### src/rtl/apb_master.sv
// ---------------------------------------------------------------------------
// apb_master
//   Single-outstanding APB requester. Accepts one command through a
//   valid/ready handshake, runs the APB SETUP/ACCESS phases, and returns the
//   completer's response through a second valid/ready handshake.
//
//   Optional feature macro: APB_MASTER_TIMEOUT_EN
//     When defined, an ACCESS phase that has not seen PREADY by its
//     timeout_cycles-th cycle is aborted. The response then reports
//     rsp_error=1 and rsp_timeout=1. When undefined, ACCESS waits forever
//     and rsp_timeout is tied to 0.
//
// Parameters
//   addr_width     : APB address width
//   data_width     : APB data width
//   timeout_cycles : ACCESS cycles allowed before abort (1..255)
//
// Ports
//   PCLK, PRESET          : clock (rising edge), asynchronous active-high reset
//   cmd_valid/cmd_ready   : command handshake; cmd_ready is high only in IDLE
//   cmd_write/addr/wdata  : command payload, captured on acceptance
//   PSELx, PENABLE,
//   PWRITE, PADDR, PWDATA : APB requester outputs
//   PREADY, PRDATA,
//   PSLVERR               : APB completer response
//   rsp_valid/rsp_ready   : response handshake
//   rsp_rdata, rsp_error,
//   rsp_timeout           : response payload, held stable while rsp_valid=1
// ---------------------------------------------------------------------------
module apb_master #(
    parameter int addr_width     = 4,
    parameter int data_width     = 128,
    parameter int timeout_cycles = 16
) (
    input  logic                  PCLK,
    input  logic                  PRESET,
    // command request
    input  logic                  cmd_valid,
    output logic                  cmd_ready,
    input  logic                  cmd_write,
    input  logic [addr_width-1:0] cmd_addr,
    input  logic [data_width-1:0] cmd_wdata,
    // APB requester
    output logic                  PSELx,
    output logic                  PENABLE,
    output logic                  PWRITE,
    output logic [addr_width-1:0] PADDR,
    output logic [data_width-1:0] PWDATA,
    // APB completer response
    input  logic                  PREADY,
    input  logic [data_width-1:0] PRDATA,
    input  logic                  PSLVERR,
    // response
    output logic                  rsp_valid,
    input  logic                  rsp_ready,
    output logic [data_width-1:0] rsp_rdata,
    output logic                  rsp_error,
    output logic                  rsp_timeout
);

    // Elaboration-time range check on the timeout length.
    if (timeout_cycles < 1 || timeout_cycles > 255) begin : g_bad_timeout
        $error("apb_master: timeout_cycles must be in 1..255");
    end

    typedef enum logic [1:0] {
        IDLE   = 2'd0,
        SETUP  = 2'd1,
        ACCESS = 2'd2,
        RESP   = 2'd3
    } state_t;

    state_t                r_state;
    state_t                w_next;
    logic                  w_accept;
    logic                  w_done;

    logic                  r_pwrite;
    logic [addr_width-1:0] r_paddr;
    logic [data_width-1:0] r_pwdata;
    logic [data_width-1:0] r_rsp_rdata;
    logic                  r_rsp_error;

`ifdef APB_MASTER_TIMEOUT_EN
    // Index of the last permitted ACCESS cycle; the counter reads 0 in the
    // first ACCESS cycle, so the timeout_cycles-th cycle sees this value.
    localparam logic [7:0] TO_LAST = 8'(timeout_cycles - 1);

    logic [7:0]            r_tcnt;
    logic                  w_abort;
    logic                  r_rsp_timeout;
`endif

    // ---------------------------------------------------------------- FSM
    always_ff @(posedge PCLK or posedge PRESET) begin
        if (PRESET) r_state <= IDLE;
        else        r_state <= w_next;
    end

    always_comb begin
        w_next   = r_state;
        w_accept = 1'b0;
        w_done   = 1'b0;
`ifdef APB_MASTER_TIMEOUT_EN
        w_abort  = 1'b0;
`endif
        case (r_state)
            IDLE: begin
                if (cmd_valid) begin
                    w_accept = 1'b1;
                    w_next   = SETUP;
                end
            end
            SETUP: w_next = ACCESS;
            ACCESS: begin
                // Completion wins over the timeout in the same cycle.
                if (PREADY) begin
                    w_done = 1'b1;
                    w_next = RESP;
                end
`ifdef APB_MASTER_TIMEOUT_EN
                else if (r_tcnt == TO_LAST) begin
                    w_abort = 1'b1;
                    w_next  = RESP;
                end
`endif
            end
            RESP: begin
                if (rsp_ready) w_next = IDLE;
            end
            default: w_next = IDLE;
        endcase
    end

    // ------------------------------------------------------- datapath regs
    always_ff @(posedge PCLK or posedge PRESET) begin
        if (PRESET) begin
            r_pwrite    <= 1'b0;
            r_paddr     <= '0;
            r_pwdata    <= '0;
            r_rsp_rdata <= '0;
            r_rsp_error <= 1'b0;
        end else begin
            // Address/data/direction change only on command acceptance.
            if (w_accept) begin
                r_pwrite <= cmd_write;
                r_paddr  <= cmd_addr;
                r_pwdata <= cmd_wdata;
            end
            if (w_done) begin
                r_rsp_rdata <= r_pwrite ? '0 : PRDATA;
                r_rsp_error <= PSLVERR;
            end
`ifdef APB_MASTER_TIMEOUT_EN
            else if (w_abort) begin
                r_rsp_rdata <= '0;
                r_rsp_error <= 1'b1;
            end
`endif
        end
    end

`ifdef APB_MASTER_TIMEOUT_EN
    always_ff @(posedge PCLK or posedge PRESET) begin
        if (PRESET) begin
            r_tcnt        <= '0;
            r_rsp_timeout <= 1'b0;
        end else begin
            if (w_accept)
                r_tcnt <= '0;
            else if (r_state == ACCESS && !PREADY)
                r_tcnt <= r_tcnt + 8'd1;

            if (w_done)
                r_rsp_timeout <= 1'b0;
            else if (w_abort)
                r_rsp_timeout <= 1'b1;
        end
    end
    assign rsp_timeout = r_rsp_timeout;
`else
    assign rsp_timeout = 1'b0;
`endif

    // ------------------------------------------------------------ outputs
    // Strobes decode straight from the state register so reset drops them
    // in the same instant it forces IDLE.
    assign cmd_ready = (r_state == IDLE);
    assign PSELx     = (r_state == SETUP) || (r_state == ACCESS);
    assign PENABLE   = (r_state == ACCESS);
    assign rsp_valid = (r_state == RESP);
    assign PWRITE    = r_pwrite;
    assign PADDR     = r_paddr;
    assign PWDATA    = r_pwdata;
    assign rsp_rdata = r_rsp_rdata;
    assign rsp_error = r_rsp_error;

endmodule

### config.mk
export PLATFORM = sky130hd
export DESIGN_NAME = apb_master
export DESIGN_NICKNAME = d
export VERILOG_FILES = /design/src/rtl/apb_master.sv
export SDC_FILE = /design/constraint.sdc
export NUM_CORES = 1
export LEC_CHECK = 0
export ABC_AREA = 1
export CELL_PAD_IN_SITES_DETAIL_PLACEMENT = 2
export CELL_PAD_IN_SITES_GLOBAL_PLACEMENT = 2
export CORE_MARGIN = 2
export CORE_UTILIZATION = 20
export DETAILED_ROUTE_END_ITERATION = 12
export PLACE_DENSITY = 0.83
export SLEW_MARGIN = 20
export SYNTH_ARGS = -nofsm -noshare
export SYNTH_HDL_FRONTEND = slang
export SYNTH_SLANG_ARGS = --single-unit
### constraint.sdc
create_clock -name PCLK -period 10.15 [get_ports PCLK]
set_input_delay 3.045 -clock PCLK [delete_from_list [all_inputs] [get_ports PCLK]]
set_output_delay 3.045 -clock PCLK [all_outputs]
set_load 0.05 [all_outputs]
* Word-level counts from Yosys, hierarchy flattened
Cells that the tools add are included.
** Word-level totals
- Input bits :: 267
- Register bits after elaboration :: 264
** Operators by class
- Equality and inequality tests :: 6
- Mux-type cells :: 9
- Reduce and logical (&&, ||, !) cells :: 3
** Operators by type and width (count)
- $mux W128 :: 1
- $pmux W2 S4 :: 1
- $mux W2 :: 3
- $eq A2 B2 Y1 const B :: 2
- $mux W1 :: 4
- $ne A2 B1 Y1 const B :: 2
- $reduce_and A3 Y1 :: 1
- $eq A2 B1 Y1 const B :: 1
- $logic_not A2 Y1 :: 1
- $ne A2 B2 Y1 const B :: 1
- $logic_or A1 B1 Y1 :: 1

* Depth between registers and ports, before layout
Gate-level depths: netlist of run 1.
- Depth after elaboration :: 3
- Gate-level depth with buffers :: 8
- Mapped depth without buffers :: 6

* Least setup slack after synthesis of run 1
No wires, ideal clock.
- Path kind :: flip-flop to output port
- Start :: reg r_state[0]
- End :: out PENABLE
- Data required time :: 7.105 ns
- Arrival time :: 0.973 ns
- Cell stages (with the launch flop) :: 3
- Slack :: 6.132 ns
- Path through :: dfrtp_1 -> inv_1 -> ha_1
** On the way
- Word-level cells in the longest chain between the ends :: 1
** Ends and longest elaborated chain
- start: declaration :: line 73 : state_t r_state;
- start signal: assignment :: line 97 : else r_state <= w_next;
- $eq A2 B2 Y1 :: line 190 : assign PENABLE = (r_state == ACCESS);
- end: declaration :: line 45 : output logic PENABLE,
No other way between the ends.

* Final worst setup path of run 1
- Start :: reg r_state[0]
- End :: out cmd_ready
** On the way
- Word-level cells in the longest chain between the ends :: 1
** Ends and longest elaborated chain
- $logic_not A2 Y1 :: line 188 : assign cmd_ready = (r_state == IDLE);
- end: declaration :: line 39 : output logic cmd_ready,
No other way between the ends.

==> results of run 1 <==
-- layout by cell type, fill, tap and decap left out, drive strengths merged --
cell type / instances
clkbuf: 51
ha: 3
nand3: 134
conb: 1
inv: 8
diode: 2
nor2: 1
buf: 9
clkinvlp: 1
nand2: 532
clkinv: 4
bufinv: 1
dfrtp: 264
a21oi: 1
o21ai: 128
nand4: 2
clkdlybuf4s50: 531
-- layout make-up --
cell class / instances / area, um2 / area share, %
flip-flops and latches: 264 / 6610 / 38.1
repair buffers: 540 / 5400 / 31.2
multi-input cells: 802 / 3410 / 19.7
clock buffers: 51 / 961 / 5.54
well taps: 688 / 861 / 4.96
clock inverters: 5 / 53.8 / 0.310
inverters: 9 / 38.8 / 0.224
diodes: 2 / 5.00 / 0.0289
-- per-layer routing --
layer / vias to the layer above / global-route usage [%] / part of all wire [%] / wire length, um
met5: - / 0 / 0.029 / 13
met4: 2 / 4.96 / 3.2 / 1410
met3: 71 / 6.71 / 11 / 4820
met2: 418 / 27.5 / 49 / 21900
met1: 5022 / 16.9 / 37 / 16600
li1: 4682 / - / - / -
-- cell families (layout without fill, tap and decap cells) --
| logic type | Yosys count | count (layout) | synth area share [%] |
|---|---|---|---|
| flops | 264 | 264 | 62.8 |
| simple gates | 669 | 669 | 25.5 |
| buf+inv | 96 | 605 | 5.11 |
| compound gates | 129 | 129 | 6.17 |
| other cells | 1 | 3 | 0.0356 |
| fa+ha+maj | 3 | 3 | 0.357 |
-- worst max-delay path by stage --
stage,from,endpoint,cells past startpoint
finish,r_state[0],cmd_ready,3
global route,r_state[0],cmd_ready,3
CTS,r_state[0],cmd_ready,3
detailed placement,PREADY,rsp_rdata[36],5
global placement,PREADY,rsp_rdata[85],4
floorplan,PRESET,PADDR[0],1
-- worst max-delay path: cells and delay by family, from the launching register on --
family	cells	cell delay [ps]
fa+ha+maj	1	700
buf+inv	2	1090
flops	1	400
-- state kept, by name, indices dropped and copies added (netlist names) --
signal	count
PWDATA	128
PWRITE	1
rsp_error	1
PADDR	4
rsp_rdata	128
r_state	2
-- power by group --
group	switching, mW	leakage (nW)	internal (mW)	total (mW)
clock	0.459	0.502	0.663	1.12
sequential	0.286	3.40	1.53	1.82
combinational	2.73	3.81	1.16	3.89
total	3.47	7.71	3.35	6.83
==> run metrics, run 1 <==
Vias=10195; Worst R2R Setup Slack=7260 ps; final cell count without fillers=2361; hold slack=469 ps; largest net degree at the start of global routing=137; DR vias/cell=4.32; Period Utilization, post-route=57.5%; crit path max-delay cell type=clkdlybuf4s50_1; FF-to-FF path depth=6; placed inst area=16300 um2; cts hold-fix bufs=0; Main synth FF type=dfrtp_1; Iter 0 DRT Violations=457; drt wl/cell=19.0 um; Placed Cells=2303; DRC=0; WHS Endpoint=PWDATA[117]; outcome=completed; fraction of layout cells with a size suffix above 1=3.71%; CTS Buf Count=31; vias in the first global route=11318; final setup vio count=0; Worst Path Required=7110 ps; Starting Density=20.1%; Mapped Nets=1432; first-pass GRT wire length=66.7 mm; critical path arrival=2790 ps; largest area contributor in the netlist=dfrtp_1; Peak VDD IR=0.209 mV; clock skew=31.5 ps; Final Max Slew Viols=0; htree depth=1; final core occ=33.1%; NumNets Final=1918; GRT overflow=0; total track usage=15.7%; Final min period=5840 ps; CTS max path bufs=3; DRT Pass-1 Iters=4; relative slew slack=30.6%; highest clock rate=171 MHz; Die ar.=54500 um2; IO Pins=534; Syn Area/Cell=9.06 um2; Worst Hold Class=reg2reg; CP cell instances=inv_1 > ha_4 > clkdlybuf4s50_1; power per cell area=394 nW/um2; Post-synth top cells=nand2_1 (530), dfrtp_1 (264), nand3_1 (134), o21ai_1 (113), buf_2 (37); worst r2r src=r_state[0]; post-CTS setup buffers=0; CTS resizes=0; Pwr Total=6.83 mW; HP Start=PWDATA[117]; Seq/Total Area, Yosys=62.8%; Leak=7.71 nW; final wirelength=44.8 mm; die height=233 um; Port Buffers=532; Worst Hold Depth=2; unrepaired setup endpoints after global routing=no; final worst setup slack=4310 ps; top cells by area, synth=dfrtp_1 (63%), nand2_1 (19%), nand3_1 (6.4%), o21ai_1 (5.4%), buf_2 (1.8%); ANT nets after route=0; GPL Wtd Cong=0.746; Worst-Margin Slew=1040 ps; TritonCTS Sinks=264; Die W=233 um; CTS tree=built; initial antenna violation count=3; Yosys warning count=0; Fillers=5841; pre-CTS setup slack=4390 ps; Worst setup SP type=flip-flop; critical path class=reg2out; cell area after synthesis=10500 um2; #FFs+latches synth=264; site row count=84; cells after synthesis=1162; TNS Setup=0 ps; EDFF count, synth=0; post-synth top area share=62.8%; CTS Root Cell=clkbuf_16; Fin. Hold Viols=0; Area Growth Syn to Fin=64.8%; dpl hpwl=30.7 mm; worst stage delay on the critical path=960 ps; max cap viols=0; Crit Path Max Fanout=69; worst reg2reg path endpoint=PWDATA[61]; clk slew on worst S/H paths=60 ps; CP endpoint kind=output pin; post-synthesis cell type count=18; fin area=17300 um2; Skew-Pair Late Insertion Delay=590 ps; Core ar.=52300 um2; fraction of registers with async set/reset=100%; most frequent cell after synthesis=nand2_1
Note: power is estimated with default switching activity, not from simulation.
==> run 2, diff against run 1 <==
==> constraint.sdc (replaced) <==
create_clock -name PCLK -period 4.7 [get_ports PCLK]
set_input_delay 1.41 -clock PCLK [delete_from_list [all_inputs] [get_ports PCLK]]
set_output_delay 1.41 -clock PCLK [all_outputs]
set_load 0.05 [all_outputs]
==> run metrics, run 2 (same netlist as run 1, synthesis figures left out) <==
outcome=completed; Fin. Hold Viols=0 (unchanged); final wirelength=45.7 mm (+2.1%); fin area=17500 um2 (+0.97%); Vias=10253 (+0.57%); TritonCTS Sinks=264 (unchanged); WHS Endpoint=PWDATA[75]; ANT nets after route=0 (unchanged); Core ar.=52300 um2 (unchanged); Final min period=3850 ps; Skew-Pair Late Insertion Delay=540 ps (-50 ps); internal power=7.39 mW (+120%); FF-to-FF path depth=6 (unchanged); clk slew on worst S/H paths=60 ps (about the same); htree depth=2 (+1); switching fraction of total power=50.5% (-0.40 points); relative slew slack=30.9% (+0.26 points); CTS resizes=0 (unchanged); grt met2 use=28.4% (+0.85 points); Leak=7.80 nW (+1.1%); Area Growth Syn to Fin=66.4%; drt wl/cell=19.3 um (+1.6%); Worst R2R Setup Slack=2060 ps (-5200 ps); final setup vio count=0 (unchanged); Die ar.=54500 um2 (unchanged); largest net degree at the start of global routing=162 (+18%); met1 usage=17.5% (+0.59 points); Sequential Area=6610 um2 (unchanged); Worst-Margin Slew=1040 ps (-3.91 ps); hold slack=469 ps (+0.195 ps); HP Start=PWDATA[75]; multi-input logic area=3410 um2 (unchanged); critical path class=reg2out; TNS Setup=0 ps (unchanged); GRT overflow=0 (unchanged); combinational power share=56.3% (-0.6 points); Peak VDD IR=0.337 mV (+61%); most common cell after layout, fill and taps aside=clkdlybuf4s50_1; IO Pins=534 (unchanged); cts hold-fix bufs=0 (unchanged); most frequent cells in the layout=clkdlybuf4s50_1 (531), nand2_1 (530), dfrtp_1 (264), nand3_1 (134), o21ai_1 (113); GPL Wtd Cong=0.748 (+0.28%); DRC=0 (unchanged); placed inst area=16400 um2 (+0.57%); CP endpoint kind=output pin; clock share of power=17.4% (+1.0 points); site row count=84 (unchanged); Starting Density=20.1% (unchanged); Final Max Slew Viols=0 (unchanged); clock skew=21.0 ps (-10.5 ps); Top Usage Layer GRT=met2; post-CTS setup buffers=0 (unchanged); unrepaired setup endpoints after global routing=no; Die W=233 um (unchanged); P_sw=7.53 mW (+120%); total track usage=16.2% (+0.54 points); Worst Hold Depth=2 (unchanged); Fillers=5820 (-0.36%); CTS tree=built; dpl hpwl=32.2 mm (+5.1%); Crit Path Max Fanout=5 (-93%); CTS Root Cell=clkbuf_16; initial antenna violation count=3 (unchanged); Worst setup SP type=flip-flop; power per cell area=852 nW/um2 (+120%); CTS max path bufs=3 (unchanged); critical path arrival=2440 ps (-350 ps); fraction of layout cells with a size suffix above 1=4.22% (+0.51 points); Worst Path Required=3290 ps (-3820 ps); first-pass GRT wire length=67.7 mm (+1.5%); Pwr Total=14.9 mW (+120%); CTS Buf Count=35 (+13%); vias in the first global route=11345 (+0.24%); Port Buffers=532 (unchanged); DR vias/cell=4.32 (+0.10%); DRT Pass-1 Iters=4 (unchanged); Setup crit start=r_state[0]; Period Utilization, post-route=81.9%; Worst Hold Class=reg2reg; final cell count without fillers=2372 (+0.47%); Iter 0 DRT Violations=412 (-9.8%); NumNets Final=1931 (+0.68%); die height=233 um (unchanged); worst reg2reg path endpoint=PWDATA[74]; Placed Cells=2312 (+0.39%); register share of total power=26.3% (-0.3 points); max cap viols=0 (unchanged); Global Route met3 Usage=6.80% (+0.085 points); worst r2r src=r_state[0]; highest clock rate=260 MHz
[run 2: cell types whose count changed in the layout (fill, tap and decap cells not counted), sizes merged]
cell and change:
diode -1, buf +9, clkbuf +3
[run 2: final cells by class]
class / count / share of cell area [%]
Antenna cell: 1 / 0.0143
Tap cell: 688 / 4.92
Clock inverter: 5 / 0.322
Inverter: 9 / 0.222
Timing Repair Buffer: 549 / 31.4
Sequential cell: 264 / 37.7
Multi-Input combinational cell: 802 / 19.5
Clock buffer: 54 / 5.94
[run 2: worst max path at each step]
stage / to / depth (start not counted)
global placement: rsp_rdata[62] / 4
floorplan: PADDR[0] / 1
CTS: PENABLE / 3
detailed placement: rsp_rdata[75] / 4
global route: PENABLE / 3
finish: PENABLE / 3
[run 2: worst max-delay path, cell delays in order, from the launching register on]
cell and delay, ps:
dfrtp_1 410, inv_1 130, ha_1 390, clkdlybuf4s50_1 970
[run 2: through the flow]
step | utilization [%] | worst slack (ps)
after floorplan | - | -194
after global placement | 31.3 | 1090
after detailed placement | 31.3 | 1040
after CTS | 33.4 | 757
after global routing | 33.4 | 708
final | 33.4 | 851
[run 2: per-layer routing]
layer / vias up / wire length [um] / share of wire, %
met2: 420 / 22400 / 49
met4: 2 / 1320 / 2.9
met1: 5056 / 17200 / 38
li1: 4707 / - / -
met3: 68 / 4780 / 10
met5: - / 16 / 0.035
[run 2: power by group through the flow]
stage,Clock [mW],Sequential (mW),Combinational [mW]
3_3_place_gp,0,3.88,8.30
6_report,2.59,3.92,8.40
2_1_floorplan,0,7.41,1.81
4_1_cts,2.71,3.94,8.54
5_1_grt,2.79,4.06,8.92
3_5_place_dp,0,3.95,8.48
==> run 3, diff against run 2 <==
--- a/config.mk
+++ b/config.mk
@@ -9,9 +9,9 @@
 export CELL_PAD_IN_SITES_DETAIL_PLACEMENT = 2
 export CELL_PAD_IN_SITES_GLOBAL_PLACEMENT = 2
 export CORE_MARGIN = 2
-export CORE_UTILIZATION = 20
+export CORE_UTILIZATION = 22
 export DETAILED_ROUTE_END_ITERATION = 12
-export PLACE_DENSITY = 0.83
+export PLACE_DENSITY = 0.86
 export SLEW_MARGIN = 20
 export SYNTH_ARGS = -nofsm -noshare
 export SYNTH_HDL_FRONTEND = slang
==> constraint.sdc (replaced) <==
create_clock -name PCLK -period 3.8 [get_ports PCLK]
set_input_delay 1.14 -clock PCLK [delete_from_list [all_inputs] [get_ports PCLK]]
set_output_delay 1.14 -clock PCLK [all_outputs]
set_load 0.05 [all_outputs]
==> run metrics, run 3 (same netlist as run 1, synthesis figures left out) <==
Global Route met3 Usage=7.30% (+0.50 points); final wirelength=47.0 mm (+2.7%); site row count=80 (-4.8%); Skew-Pair Late Insertion Delay=520 ps (-20 ps); hold slack=474 ps (+5.40 ps); unrepaired setup endpoints after global routing=no; CTS Buf Count=34 (-2.9%); final cell count without fillers=2300 (-3.0%); Final min period=3460 ps; FF-to-FF path depth=6 (unchanged); clock skew=15.4 ps (-5.65 ps); Worst Path Required=2660 ps (-630 ps); Peak VDD IR=0.520 mV (+55%); TritonCTS Sinks=264 (unchanged); Crit Path Max Fanout=5 (unchanged); dpl hpwl=33.2 mm (+3.2%); post-CTS setup buffers=0 (unchanged); GRT overflow=0 (unchanged); worst r2r src=r_state[0]; CTS tree=built; CP endpoint kind=output pin; Critical Path Sink=PENABLE; most frequent cells in the layout=clkdlybuf4s50_1 (531), nand2_1 (530), dfrtp_1 (264), nand3_1 (134), o21ai_1 (113); most common cell after layout, fill and taps aside=clkdlybuf4s50_1; Worst setup SP type=flip-flop; GPL Wtd Cong=0.783 (+4.6%); Port Buffers=532 (unchanged); cts hold-fix bufs=0 (unchanged); power per cell area=1070 nW/um2 (+26%); highest clock rate=289 MHz; NumNets Final=1931 (unchanged); worst reg2reg path endpoint=PWDATA[127]; IO Pins=534 (unchanged); Area Growth Syn to Fin=66.6%; Pwr Total=18.8 mW (+26%); placed inst area=16400 um2 (-0.13%); final setup vio count=0 (unchanged); met1 usage=19.8% (+2.3 points); Core ar.=47400 um2 (-9.4%); Top Usage Layer GRT=met2; critical path arrival=2320 ps (-120 ps); DRC=0 (unchanged); DR vias/cell=4.48 (+3.7%); vias in the first global route=11855 (+4.5%); relative slew slack=38.8% (+7.9 points); htree depth=2 (unchanged); Worst-Margin Slew=918 ps (-119 ps); fin area=17500 um2 (+0.16%); critical path class=reg2out; CTS max path bufs=3 (unchanged); Iter 0 DRT Violations=407 (-1.2%); max cap viols=0 (unchanged); CTS Root Cell=clkbuf_16; first-pass GRT wire length=71.3 mm (+5.4%); drt wl/cell=20.4 um (+6.0%); DRT Pass-1 Iters=4 (unchanged); Die ar.=49600 um2 (-8.9%); Vias=10310 (+0.56%); Setup crit start=r_state[0]; Die W=223 um (-4.6%); CTS resizes=0 (unchanged); Placed Cells=2240 (-3.1%); Final Max Slew Viols=0 (unchanged); total track usage=18.6% (+2.4 points); Leak=7.85 nW (+0.71%); TNS Setup=0 ps (unchanged); fraction of layout cells with a size suffix above 1=4.39% (+0.18 points); Starting Density=22.2% (+2.1 points); clk slew on worst S/H paths=60 ps (about the same); Fin. Hold Viols=0 (unchanged); die height=223 um (-4.6%); largest net degree at the start of global routing=134 (-17%); Worst R2R Setup Slack=1230 ps (-830 ps); Worst Hold Class=reg2reg; outcome=completed; grt met2 use=32.8% (+4.4 points); ANT nets after route=0 (unchanged); initial antenna violation count=4 (+1); Period Utilization, post-route=91.1%
-- run 3: cell types whose count changed in the layout (fill, tap and decap cells not counted), sizes merged --
cell,delta
clkbuf,-4
buf,+1
bufinv,+3
inv,-1
clkinv,+2
-- run 3: area by class of cell --
| type | count | area (um2) |
|---|---|---|
| clock buffers | 50 | 1000 |
| well taps | 615 | 769 |
| fillers | 5182 | 29900 |
| inverters | 9 | 38.8 |
| flip-flops and latches | 264 | 6610 |
| repair buffers | 550 | 5560 |
| diodes | 1 | 2.50 |
| multi-input cells | 802 | 3410 |
| clock inverters | 9 | 145 |
-- run 3: stage by stage --
stage | setup WS (ps) | util, %
after floorplan | -824 | -
after global routing | 244 | 37.0
after global placement | 926 | 34.5
final | 337 | 37.0
after detailed placement | 819 | 34.5
after CTS | 290 | 37.0
-- run 3: worst min-delay path by stage --
stage / from / endpoint / slack (ps) / cells after the start
floorplan: r_state[0] / r_state[0] / 480 / 2
global placement: PWDATA[122] / PWDATA[122] / 450 / 2
detailed placement: PWDATA[74] / PWDATA[74] / 460 / 2
CTS: PWDATA[74] / PWDATA[74] / 480 / 2
global route: PADDR[2] / PADDR[2] / 500 / 2
finish: PWDATA[74] / PWDATA[74] / 470 / 2
-- run 3: power by group --
| group | leakage, nW | switching [mW] | internal, mW |
|---|---|---|---|
| Clock | 0.565 | 1.26 | 2.10 |
| Sequential | 3.40 | 0.789 | 4.09 |
| Combinational | 3.89 | 7.39 | 3.14 |
| Total | 7.85 | 9.43 | 9.33 |
-- run 3: per-layer routing --
| layer | wire length, um | share of wire, % |
|---|---|---|
| met5 | 41 | 0.087 |
| met4 | 1560 | 3.3 |
| met3 | 4420 | 9.4 |
| met2 | 23400 | 50 |
| met1 | 17600 | 37 |
-- run 3: critical path: stages (launching register included) --
cell	delay, ps
dfrtp_1	400
inv_1	140
ha_1	360
clkdlybuf4s50_1	890
